--- src/rtl/ft_alu_result_monitor.sv ---
// Registered checker behind the fault-tolerant 3-bit ALU: validates rails and X==Y, retries, flags faults.
// Optional FT_MON_TMR_STATE_EN triplicates and scrubs the state and retry registers.
module ft_alu_result_monitor #(
  parameter int MAX_RETRY = 2,
  parameter int CNT_W     = 8
) (
  input  logic             clk,
  input  logic             rst,
  input  logic             in_valid,
  output logic             in_ready,
  input  logic [3:0]       x_res,
  input  logic [1:0]       xe,
  input  logic [3:0]       y_res,
  input  logic [1:0]       ye,
  output logic             retry_req,
  output logic             out_valid,
  input  logic             out_ready,
  output logic [3:0]       out_res,
  output logic             out_err,
  output logic             fault_sticky,
  output logic [CNT_W-1:0] fault_cnt,
  input  logic             clr_fault,
  output logic             tmr_mismatch
);

  typedef enum logic [1:0] {
    IDLE   = 2'd0,
    CHECK  = 2'd1,
    OUTPUT = 2'd2,
    FAULT  = 2'd3
  } state_t;

  localparam logic [2:0] MAX_R = 3'(MAX_RETRY);

  state_t     state, state_d;
  logic [2:0] retry, retry_d;

  logic [3:0] cap_x, cap_y;
  logic [1:0] cap_xe, cap_ye;
  logic       pass;
  logic       load_out, err_set, cnt_inc, clr_sticky;

`ifdef FT_MON_TMR_STATE_EN
  logic [1:0] st0, st1, st2;
  logic [2:0] rc0, rc1, rc2;

  assign state = state_t'((st0 & st1) | (st0 & st2) | (st1 & st2));
  assign retry = (rc0 & rc1) | (rc0 & rc2) | (rc1 & rc2);
  assign tmr_mismatch = (st0 != state) | (st1 != state) | (st2 != state)
                      | (rc0 != retry) | (rc1 != retry) | (rc2 != retry);

  // All copies load the next value derived from the vote, scrubbing upsets
  always_ff @(posedge clk or posedge rst) begin
    if (rst) begin
      st0 <= IDLE;
      st1 <= IDLE;
      st2 <= IDLE;
      rc0 <= '0;
      rc1 <= '0;
      rc2 <= '0;
    end else begin
      st0 <= state_d;
      st1 <= state_d;
      st2 <= state_d;
      rc0 <= retry_d;
      rc1 <= retry_d;
      rc2 <= retry_d;
    end
  end
`else
  assign tmr_mismatch = 1'b0;

  // Single state and retry register
  always_ff @(posedge clk or posedge rst) begin
    if (rst) begin
      state <= IDLE;
      retry <= '0;
    end else begin
      state <= state_d;
      retry <= retry_d;
    end
  end
`endif

  assign pass = (^cap_xe) & (^cap_ye) & (cap_x == cap_y);
  assign in_ready  = (state == IDLE);
  assign out_valid = (state == OUTPUT);

  // Next-state, retry pulse and datapath strobes
  always_comb begin
    state_d    = state;
    retry_d    = retry;
    retry_req  = 1'b0;
    load_out   = 1'b0;
    err_set    = 1'b0;
    cnt_inc    = 1'b0;
    clr_sticky = 1'b0;
    case (state)
      IDLE: begin
        if (in_valid) state_d = CHECK;
      end
      CHECK: begin
        if (pass) begin
          load_out = 1'b1;
          retry_d  = '0;
          state_d  = OUTPUT;
        end else if (retry < MAX_R) begin
          retry_d   = retry + 3'd1;
          retry_req = 1'b1;
          cnt_inc   = 1'b1;
          state_d   = IDLE;
        end else begin
          load_out = 1'b1;
          err_set  = 1'b1;
          cnt_inc  = 1'b1;
          retry_d  = '0;
          state_d  = OUTPUT;
        end
      end
      OUTPUT: begin
        if (out_ready) state_d = fault_sticky ? FAULT : IDLE;
      end
      FAULT: begin
        if (clr_fault) begin
          clr_sticky = 1'b1;
          retry_d    = '0;
          state_d    = IDLE;
        end
      end
      default: begin
        retry_d = '0;
        state_d = IDLE;
      end
    endcase
  end

  // Capture the presented ALU outputs on acceptance
  always_ff @(posedge clk or posedge rst) begin
    if (rst) begin
      cap_x  <= '0;
      cap_y  <= '0;
      cap_xe <= '0;
      cap_ye <= '0;
    end else if (in_ready && in_valid) begin
      cap_x  <= x_res;
      cap_y  <= y_res;
      cap_xe <= xe;
      cap_ye <= ye;
    end
  end

  // Result register, sticky fault and saturating failure count
  always_ff @(posedge clk or posedge rst) begin
    if (rst) begin
      out_res      <= '0;
      out_err      <= 1'b0;
      fault_sticky <= 1'b0;
      fault_cnt    <= '0;
    end else begin
      if (load_out) begin
        out_res <= cap_x;
        out_err <= err_set;
      end
      if (err_set) fault_sticky <= 1'b1;
      else if (clr_sticky) fault_sticky <= 1'b0;
      if (cnt_inc && !(&fault_cnt)) fault_cnt <= fault_cnt + 1'b1;
    end
  end

endmodule

--- config.mk ---
export PLATFORM = sky130hd
export DESIGN_NAME = ft_alu_result_monitor
export DESIGN_NICKNAME = d
export VERILOG_FILES = /design/src/rtl/ft_alu_result_monitor.sv
export SDC_FILE = /design/constraint.sdc
export NUM_CORES = 1
export LEC_CHECK = 0
export ABC_AREA = 1
export CAP_MARGIN = 10
export CORE_MARGIN = 4
export CORE_UTILIZATION = 45
export DETAILED_ROUTE_END_ITERATION = 16
export PLACE_DENSITY = 0.78
export SLEW_MARGIN = 20
export SYNTH_ARGS = -nofsm -noshare
export SYNTH_HDL_FRONTEND = slang
export SYNTH_SLANG_ARGS = --single-unit
--- constraint.sdc ---
create_clock -name clk -period 1.8 [get_ports clk]
set_input_delay 0.36 -clock clk [delete_from_list [all_inputs] [get_ports clk]]
set_output_delay 0.36 -clock clk [all_outputs]
set_load 0.01 [all_outputs]
=== After elaboration in Yosys (flattened, before gate mapping) ===
Cells that the tools add are included.

* Reductions and logical operators: 11
* Equal/unequal tests: 7
* Multiply operators: 0
* Multiplexer cells: 25
* Shift-type cells: 0
* Order comparisons: 1
* Add/subtract/negate cells: 2
* Divide/modulo/power cells: 0
* Bitwise gates (word level): 2

{| class="wikitable"
|+ Operators by type and width
! cell !! number
|-
| 1-bit 2-to-1 mux || 14
|-
| 2-bit 2-to-1 mux || 6
|-
| 3-bit 2-to-1 mux || 3
|-
| 8-bit by 1-bit adder with 8-bit output, second input constant || 1
|-
| 2-bit case mux with 4 select lines || 1
|-
| 8-bit AND reduction || 1
|-
| 3-bit case mux with 2 select lines || 1
|-
| 2-bit == test, second input constant || 2
|-
| 4-bit == test || 1
|-
| 2-bit inequality test, second input constant || 2
|-
| 2-bit nonzero test || 2
|-
| 2-bit parity || 2
|-
| 3-bit by 1-bit adder with 3-bit output, second input constant || 1
|-
| 3-bit by 2-bit less-than comparator with 1-bit output, second input constant || 1
|-
| 3-bit AND reduction || 1
|-
| 1-bit bitwise AND || 2
|-
| 2-bit by 1-bit == test with 1-bit output, second input constant || 1
|-
| 1-bit logical AND || 2
|-
| 2-bit logical NOT || 1
|-
| 2-bit by 1-bit inequality test with 1-bit output, second input constant || 1
|-
| 2-bit AND reduction || 1
|-
| 1-bit logical NOT || 1
|}

* Input port bits: 17
* Output and inout port bits: 18
* Logic and storage cells: 58
* Bits in latches: 0
* Register bits: 31
* Memories: 0
* Memory bits (writable): 0
* Memory bits (read-only): 0

=== Logic depth before layout (Yosys ltp) ===
Gate-level depths: netlist (run 1).

* Depth after elaboration: 6
* Depth in mapped cells: 9

=== Worst setup path after synthesis (run 1) ===
Ideal clock, no wire load.

* Path type: register to register
* Start: register fault_cnt[0]
* End: register fault_cnt[2]
* Arrival time: 1.215 ns
* Required time: 1.678 ns
* Setup time: 0.122 ns
* Slack: 0.463 ns
* Period minus slack after synthesis: 1.337 ns
* Cell stages (with the launch flop): 7
* Path through: dfrtp_1 ha_1 nand4_1 nand3_2 buf_6 nand2_1 o21ai_2

* Cells in the longest elaborated chain, start to end: 3
* Elaborated cells on any way between the ends: 4
* Those cells by class: add/sub (1); reduce/logical (3)

{| class="wikitable"
|+ RTL lines
! element !! RTL line !! source
|-
| start: declaration || 21 || <nowiki>output logic [CNT_W-1:0] fault_cnt,</nowiki>
|-
| start signal: assignment || 166 || <nowiki>if (cnt_inc && !(&fault_cnt)) fault_cnt <= fault_cnt + 1'b1;</nowiki>
|-
| parallel branches: the longest is 3 deep, another holds 8-bit by 1-bit adder with 8-bit output || n/a ||
|}

Several ways; the timed one is not identified.
A chain may end at the register's enable or synchronous reset.

=== Worst setup path after layout (run 1) ===
* Start: register cap_x[0]
* End: output port retry_req

* Cells in the longest elaborated chain, start to end: 4

{| class="wikitable"
|+ RTL lines
! element !! RTL line !! source
|-
| start: declaration || 38 || <nowiki>logic [3:0] cap_x, cap_y;</nowiki>
|-
| start signal: assignment || 145 || <nowiki>cap_x <= x_res;</nowiki>
|-
| 4-bit == test || 85 || <nowiki>assign pass = (^cap_xe) & (^cap_ye) & (cap_x == cap_y);</nowiki>
|-
| 1-bit bitwise AND || 85 ||
|-
| 1-bit 2-to-1 mux || 103 || <nowiki>if (pass) begin</nowiki>
|-
| 1-bit 2-to-1 mux || 98 || <nowiki>case (state)</nowiki>
|-
| end: declaration || 15 || <nowiki>output logic retry_req,</nowiki>
|}

Every way passes these cells.

==> summary.md, run 1 <==
| Metric | Value |
|---|---|
| Placer congestion estimate | `0.745` |
| MaxCap Viol Count | `0` |
| Mapped Area | `1510 um^2` |
| Fraction of layout cells with a size suffix above 1 | `19.7%` |
| Synth Instances | `189` |
| Root buffer cell | `clkbuf_4` |
| Routed Antenna Nets | `0` |
| Setup TNS | `0 ps` |
| Wirelength, routed | `3170 um` |
| Post-synthesis mux area share | `0%` |
| Placed cell area | `2010 um^2` |
| Sequential-to-total area share from yosys stat | `51.2%` |
| Clock Latency Late Sink | `330 ps` |
| Hold Vio Cnt, Final | `0` |
| Largest family of logic cells by synthesized area | `simple AND/OR/NAND/NOR gates` |
| RR Endpoint | `fault_cnt[1]` |
| Max FO, Critical Path | `3` |
| First-pass GRT wire length | `5110 um` |
| Vias/cell | `4.61` |
| Power Dens Cells | `1620 nW/um^2` |
| DRC violations left | `0` |
| Worst Reg-to-Reg Cells | `4` |
| Syn Area/Cell | `8.01 um^2` |
| Most frequent cells in the layout | `nand2_1 (56), dfrtp_1 (31), clkdlybuf4s50_1 (30)` |
| Hold Buf Count CTS | `0` |
| Initial drt markers | `46` |
| Post-Synth XOR/XNOR Area | `3.47%` |
| Die H | `66 um` |
| Post-place setup slack | `-107 ps` |
| Remaining global-route overflow | `0` |
| Final cell count without fillers | `293` |
| Pins over their slew limit | `0` |
| Die X-Extent | `66 um` |
| Worst Path Arrival | `1420 ps` |
| CTS tree | `built` |
| Port bufs | `33` |
| Most common cell after layout, fill and taps aside | `nand2_1` |
| Outcome | `finished clean` |
| Hold WC Path Type | `input pin to asynchronous set/reset pin` |
| Post-route clock period utilization | `99.1%` |
| CTS sink cnt | `31` |
| Clk buf depth | `2` |
| Max IR drop VDD | `0.833 mV` |
| Number of global-route vias before repair | `1250` |
| Syn-to-layout area delta | `40.7%` |
| Ports | `35` |
| Fin util | `68.1%` |
| Fin crit period | `1780 ps` |
| LEAKAGE | `1.10 nW` |
| Gr usage total | `15.7%` |
| Worst r2r src | `fault_cnt[0]` |
| Syn Nets | `208` |
| Cts bufs inserted | `5` |
| Initial Utilization | `48.4%` |
| Startpoint types | `register` |
| Core Area | `3130 um^2` |
| Pin count of the biggest net entering global routing | `32` |
| Ys Warns | `0` |
| Fill cells | `274` |
| Fmax | `560 MHz` |
| # setup viols final | `0` |
| Worst reg-to-reg setup slack | `290 ps` |
| Cell Rows | `20` |
| Clock slew at reported path FFs | `100 ps` |
| #FFs+latches synth | `31` |
| Final WS setup | `15.8 ps` |
| Synth unique cells | `23` |
| Routed WL per cell | `10.8 um` |
| Placed Cells | `281` |
| Clk_skew | `15.2 ps` |
| Critical Path Sink Type | `primary output` |
| RSZ-0062 raised after global routing | `yes` |
| Via count | `1351` |
| Setup CP Type | `register to primary output` |
| Final nets | `268` |
| # H-tree levels | `2` |
| Diode count | `0` |
| DR pass1 iterations | `4` |
| Post-DP HPWL | `2280 um` |
| Post-synthesis adder-cell area fraction | `1.65%` |
| Post-Synth Simple-Gate Area | `26.0%` |
| Compound-Gate Fraction of Synth Area | `9.09%` |
| Required time worst endpoint | `1440 ps` |
| Die area | `4360 um^2` |
| Post-route cell area | `2130 um^2` |
| Initial antenna violation count | `0` |
## layout make-up
type / count / area, um^2 / area share, %
clock inverter: 1 / 5.00 / 0.235
multi-input combinational: 128 / 634 / 29.8
inverter: 26 / 97.6 / 4.58
clock buffer: 6 / 51.3 / 2.41
tap: 44 / 55.1 / 2.59
timing repair buffer: 57 / 510 / 24.0
sequential: 31 / 776 / 36.4
## per-layer routing
layer	GRT usage, %	part of all wire, %	vias up
li1	-	-	702
met1	17.8	43	615
met2	27.0	51	27
met3	4.08	4.8	7
met4	8.38	2.0	0
met5	0	0	-
## cells in the mapped netlist
| cell type | n | area share (%) |
|---|---|---|
| buf_4 | 1 | 0.50 |
| ha_1 | 2 | 1.7 |
| nor2_2 | 1 | 0.41 |
| a21oi_1 | 14 | 4.6 |
| nand3_2 | 2 | 1.3 |
| o31ai_1 | 1 | 0.50 |
| nor2_1 | 19 | 4.7 |
| xor2_1 | 2 | 1.2 |
| conb_1 | 1 | 0.25 |
| xnor2_1 | 4 | 2.3 |
| buf_6 | 1 | 0.74 |
| nand4_1 | 1 | 0.41 |
| nand2_2 | 1 | 0.41 |
| o21ai_2 | 2 | 1.2 |
| nor3_1 | 1 | 0.33 |
| nor2_4 | 1 | 0.74 |
| nand2_1 | 59 | 15 |
| dfrtp_1 | 31 | 51 |
| nand3_1 | 9 | 3.0 |
| o211ai_1 | 1 | 0.50 |
| o21ai_0 | 7 | 2.3 |
| buf_2 | 2 | 0.66 |
| inv_1 | 26 | 6.4 |
## registers in the layout, summed over array words and instances, names as in the netlist, 2 cells and up
signal     count
fault_cnt      8
cap_x          4
cap_y          4
out_res        4
retry          3
cap_xe         2
cap_ye         2
state          2
## through the flow
step	hold WS, ps	power, mW
floorplan	450	2.13
global placement	455	2.86
detailed placement	466	2.91
CTS	413	3.31
global route	459	3.75
finish	392	3.45
## repair_timing
item / 4_1_cts / 5_1_grt
pin swaps: 0 / 5
cloned: 0 / 0
setup endpoints to repair: 3 / 3
gates resized for setup: 6 / 13
buffers inserted: 0 / 5
## cells by family (layout without fill, tap and decap cells)
group	after synthesis	count (layout)
xor+xnor	6	6
flops	31	31
fa+ha+maj	2	2
buf+inv	30	90
compound gates	25	25
other cells	1	1
simple gates	94	94
## power by group
group	internal (mW)	switching [mW]
sequential	0.991	0.230
clock	0.181	0.231
combinational	0.910	0.903
## critical path, stage by stage, from the launching register on
cell	delay, ps
dfrtp_1	410
inv_2	70
nand2_1	50
nand2_1	80
nor2_2	50
nand3_2	80
nand2_2	90
nor2_4	160
buf_6	120
## how the worst max path moves through the flow
stage / from / end / slack [ps] / depth (start not counted)
6_report: cap_x[0] / retry_req / 20 / 8
5_1_grt: cap_xe[0] / retry_req / -80 / 8
4_1_cts: cap_x[3] / retry_req / -110 / 8
3_5_place_dp: cap_x[1] / retry_req / -110 / 8
3_3_place_gp: cap_x[3] / retry_req / -90 / 8
2_1_floorplan: fault_cnt[0] / fault_cnt[2] / 460 / 6
Power figures use the tool's default switching activity.
==> inputs of run 2 (changes only) <==
--- a/config.mk
+++ b/config.mk
@@ -7,7 +7,7 @@
 export LEC_CHECK = 0
 export ABC_AREA = 1
 export CAP_MARGIN = 10
-export CORE_MARGIN = 4
+export CORE_MARGIN = 3
 export CORE_UTILIZATION = 45
 export DETAILED_ROUTE_END_ITERATION = 16
 export PLACE_DENSITY = 0.78
==> run 2 against run 1 <==
Register-to-register slack better by 50 ps. Sequential power about the same. Final area down 1.9%. Core utilization down 1.3 points. Global-route usage about the same. Worst hold slack worse by 12 ps. Clock power down 6.1%.
==> summary.md, run 2 (same netlist as run 1, synthesis figures left out) <==
| Metric | Value |
|---|---|
| Required time worst endpoint | `1440 ps (about the same)` |
| Post-DP HPWL | `2150 um (was 2280 um)` |
| Cell Rows | `20 (unchanged)` |
| Gr usage total | `15.7% (about the same)` |
| Worst Path Arrival | `1380 ps (was 1420 ps)` |
| DR pass1 iterations | `4 (unchanged)` |
| Startpoint types | `register (unchanged)` |
| Final nets | `264 (was 268)` |
| Max FO, Critical Path | `3 (unchanged)` |
| Clk buf depth | `2 (unchanged)` |
| Post-route clock period utilization | `96.5% (was 99.1%)` |
| Fill cells | `268 (was 274)` |
| Hold Vio Cnt, Final | `0 (unchanged)` |
| Cts bufs inserted | `5 (unchanged)` |
| Fmax | `576 MHz (was 560 MHz)` |
| DRC violations left | `0 (unchanged)` |
| Clock power share | `11.7% (was 11.9%)` |
| Die X-Extent | `64 um (was 66 um)` |
| FF+latch area | `776 um^2 (unchanged)` |
| Syn-to-layout area delta | `38.0% (was 40.7%)` |
| Worst path slowest cell | `dfrtp_1 (unchanged)` |
| Via count | `1330 (was 1351)` |
| Cells along the critical path | `inv_2 -> nand2_1 -> nand2_1 -> nor2_1 -> nand3_2 -> nand2_2 -> nor2_4 -> buf_6 (was inv_2 -> nand2_1 -> nand2_1 -> nor2_2 -> nand3_2 -> nand2_2 -> nor2_4 -> buf_6)` |
| # H-tree levels | `2 (unchanged)` |
| Clk_skew | `13.4 ps (was 15.2 ps)` |
| Comb power frac | `51.6% (was 52.6%)` |
| Number of global-route vias before repair | `1200 (was 1250)` |
| CP max stage delay | `430 ps (was 410 ps)` |
| Sw Pwr | `1.33 mW (was 1.36 mW)` |
| Initial Utilization | `48.4% (unchanged)` |
| Clock slew at reported path FFs | `100 ps (about the same)` |
| Power Dens Cells | `1590 nW/um^2 (was 1620 nW/um^2)` |
| RR Endpoint | `state[1] (was fault_cnt[1])` |
| Sw frac | `40.0% (was 39.6%)` |
| Die H | `64 um (was 66 um)` |
| Ports | `35 (unchanged)` |
| Hold slack | `379 ps (was 392 ps)` |
| Worst reg-to-reg setup slack | `340 ps (was 290 ps)` |
| Worst Reg-to-Reg Cells | `9 (was 4)` |
| Most frequent CP cell | `nand2_1 (unchanged)` |
| Outcome | `finished clean (unchanged)` |
| Remaining global-route overflow | `0 (unchanged)` |
| Routed WL per cell | `10.1 um (was 10.8 um)` |
| Most frequent cells in the layout | `nand2_1 (58), dfrtp_1 (31), clkdlybuf4s50_1 (30) (was nand2_1 (56), dfrtp_1 (31), clkdlybuf4s50_1 (30))` |
| Pin count of the biggest net entering global routing | `32 (unchanged)` |
| First-pass GRT wire length | `4920 um (was 5110 um)` |
| WP depth | `8 (unchanged)` |
| Critical Path Sink Type | `primary output (unchanged)` |
| MaxCap Viol Count | `0 (unchanged)` |
| Diode count | `0 (unchanged)` |
| Root buffer cell | `clkbuf_4 (unchanged)` |
| CTS sink cnt | `31 (unchanged)` |
| Fraction of layout cells with a size suffix above 1 | `17.9% (was 19.7%)` |
| Port bufs | `33 (unchanged)` |
| Placer congestion estimate | `0.795 (was 0.745)` |
| LEAKAGE | `1.08 nW (was 1.10 nW)` |
| Most common cell after layout, fill and taps aside | `nand2_1 (unchanged)` |
| Die area | `4100 um^2 (was 4360 um^2)` |
| Hold WC Path Type | `input pin to asynchronous set/reset pin (unchanged)` |
| Area taken by multi-input logic gates | `629 um^2 (was 634 um^2)` |
| Vias/cell | `4.59 (was 4.61)` |
| Pins over their slew limit | `0 (unchanged)` |
| Initial antenna violation count | `0 (unchanged)` |
| Initial drt markers | `41 (was 46)` |
| CTS tree | `built (unchanged)` |
| Crit path buf inv count | `2 (unchanged)` |
| Critical Path Source | `cap_x[3] (was cap_x[0])` |
| Setup CP Type | `register to primary output (unchanged)` |
| Flop pwr share | `36.7% (was 35.4%)` |
| Max IR drop VDD | `0.631 mV (was 0.833 mV)` |
| Final WS setup | `62.6 ps (was 15.8 ps)` |
| Most flops, register | `fault_cnt (unchanged)` |
| Routed Antenna Nets | `0 (unchanged)` |
| Family with the most delay on the worst path | `simple AND/OR/NAND/NOR gates (unchanged)` |
| Max reg flops | `8 (unchanged)` |
| Internal Power | `1.99 mW (was 2.08 mW)` |
| RSZ-0062 raised after global routing | `yes (unchanged)` |
| Post-place setup slack | `-93.3 ps (was -107 ps)` |
| Critical Path End | `retry_req (unchanged)` |
| Worst r2r src | `cap_x[3] (was fault_cnt[0])` |
| Clock Latency Late Sink | `340 ps (was 330 ps)` |
| Core Area | `3130 um^2 (unchanged)` |
| Wirelength, routed | `2920 um (was 3170 um)` |
| # setup viols final | `0 (unchanged)` |
| Fin crit period | `1740 ps (was 1780 ps)` |
run 2: cell types whose count changed in the layout (fill, tap and decap cells not counted), sizes merged:
cell / change
clkinv: +2
buf: -4
clkbuf: -1
clkdlybuf4s15: -1
dlygate4sd2: +1
run 2: power groups by stage:
stage	Combinational [mW]	Clock (mW)	Sequential, mW
after floorplan	0.877	0	1.25
after global placement	1.64	0	1.22
after detailed placement	1.67	0	1.23
after CTS	1.66	0.406	1.21
after global routing	1.93	0.441	1.26
final	1.71	0.387	1.22
run 2: worst reg2reg max path: cells and delay by family (launching register included):
family	cells	cell delay, ps
and+or+nand+nor	6	590
DFF	1	410
buffers and inverters	2	200
AOI/OAI and AO/OA	1	180
run 2: metal layers:
layer / global-route usage [%] / vias up / wire, um
met1: 18.1 / 603 / 1320
met2: 25.8 / 26 / 1410
met5: 0 / - / 0
li1: - / 695 / -
met4: 8.89 / 0 / 68
met3: 4.75 / 6 / 116
run 2: per-stage QoR:
step                      util (%)  power [mW]  std cells  instance area, um^2  TNS [ps]
after CTS                     66.1        3.28        289                 2070      -102
after global placement        64.4        2.86        281                 2010     -84.6
final                         66.8        3.32        290                 2090         0
after global routing          66.8        3.63        290                 2090     -54.5
after floorplan                  -        2.13        189                 1510         0
after detailed placement      64.4        2.90        281                 2010     -93.3
run 2: layout make-up:
class                   count  area share [%]
well taps                  44            2.63
clock buffers               5            1.80
flip-flops and latches     31            37.1
multi-input cells         128            30.1
clock inverters             3           0.719
repair buffers             53            22.9
inverters                  26            4.67
run 2: worst min-delay path by stage:
stage,start,endpoint,slack (ps),depth (start not counted)
after CTS,rst,retry[2],380,3
final,rst,out_res[2],380,3
after detailed placement,out_err,out_err,470,2
after global placement,out_err,out_err,460,2
after global routing,rst,out_res[2],430,3
after floorplan,retry[2],retry[2],450,2
run 2: timing repair:
| action | 4_1_cts | 5_1_grt |
|---|---|---|
| hold endpoints to repair | 0 | 0 |
| setup endpoints to repair | 3 | 3 |
| hold buffers | 0 | 0 |
| buffers inserted | 0 | 1 |
| pin swaps | 0 | 3 |
| gates resized for setup | 6 | 10 |
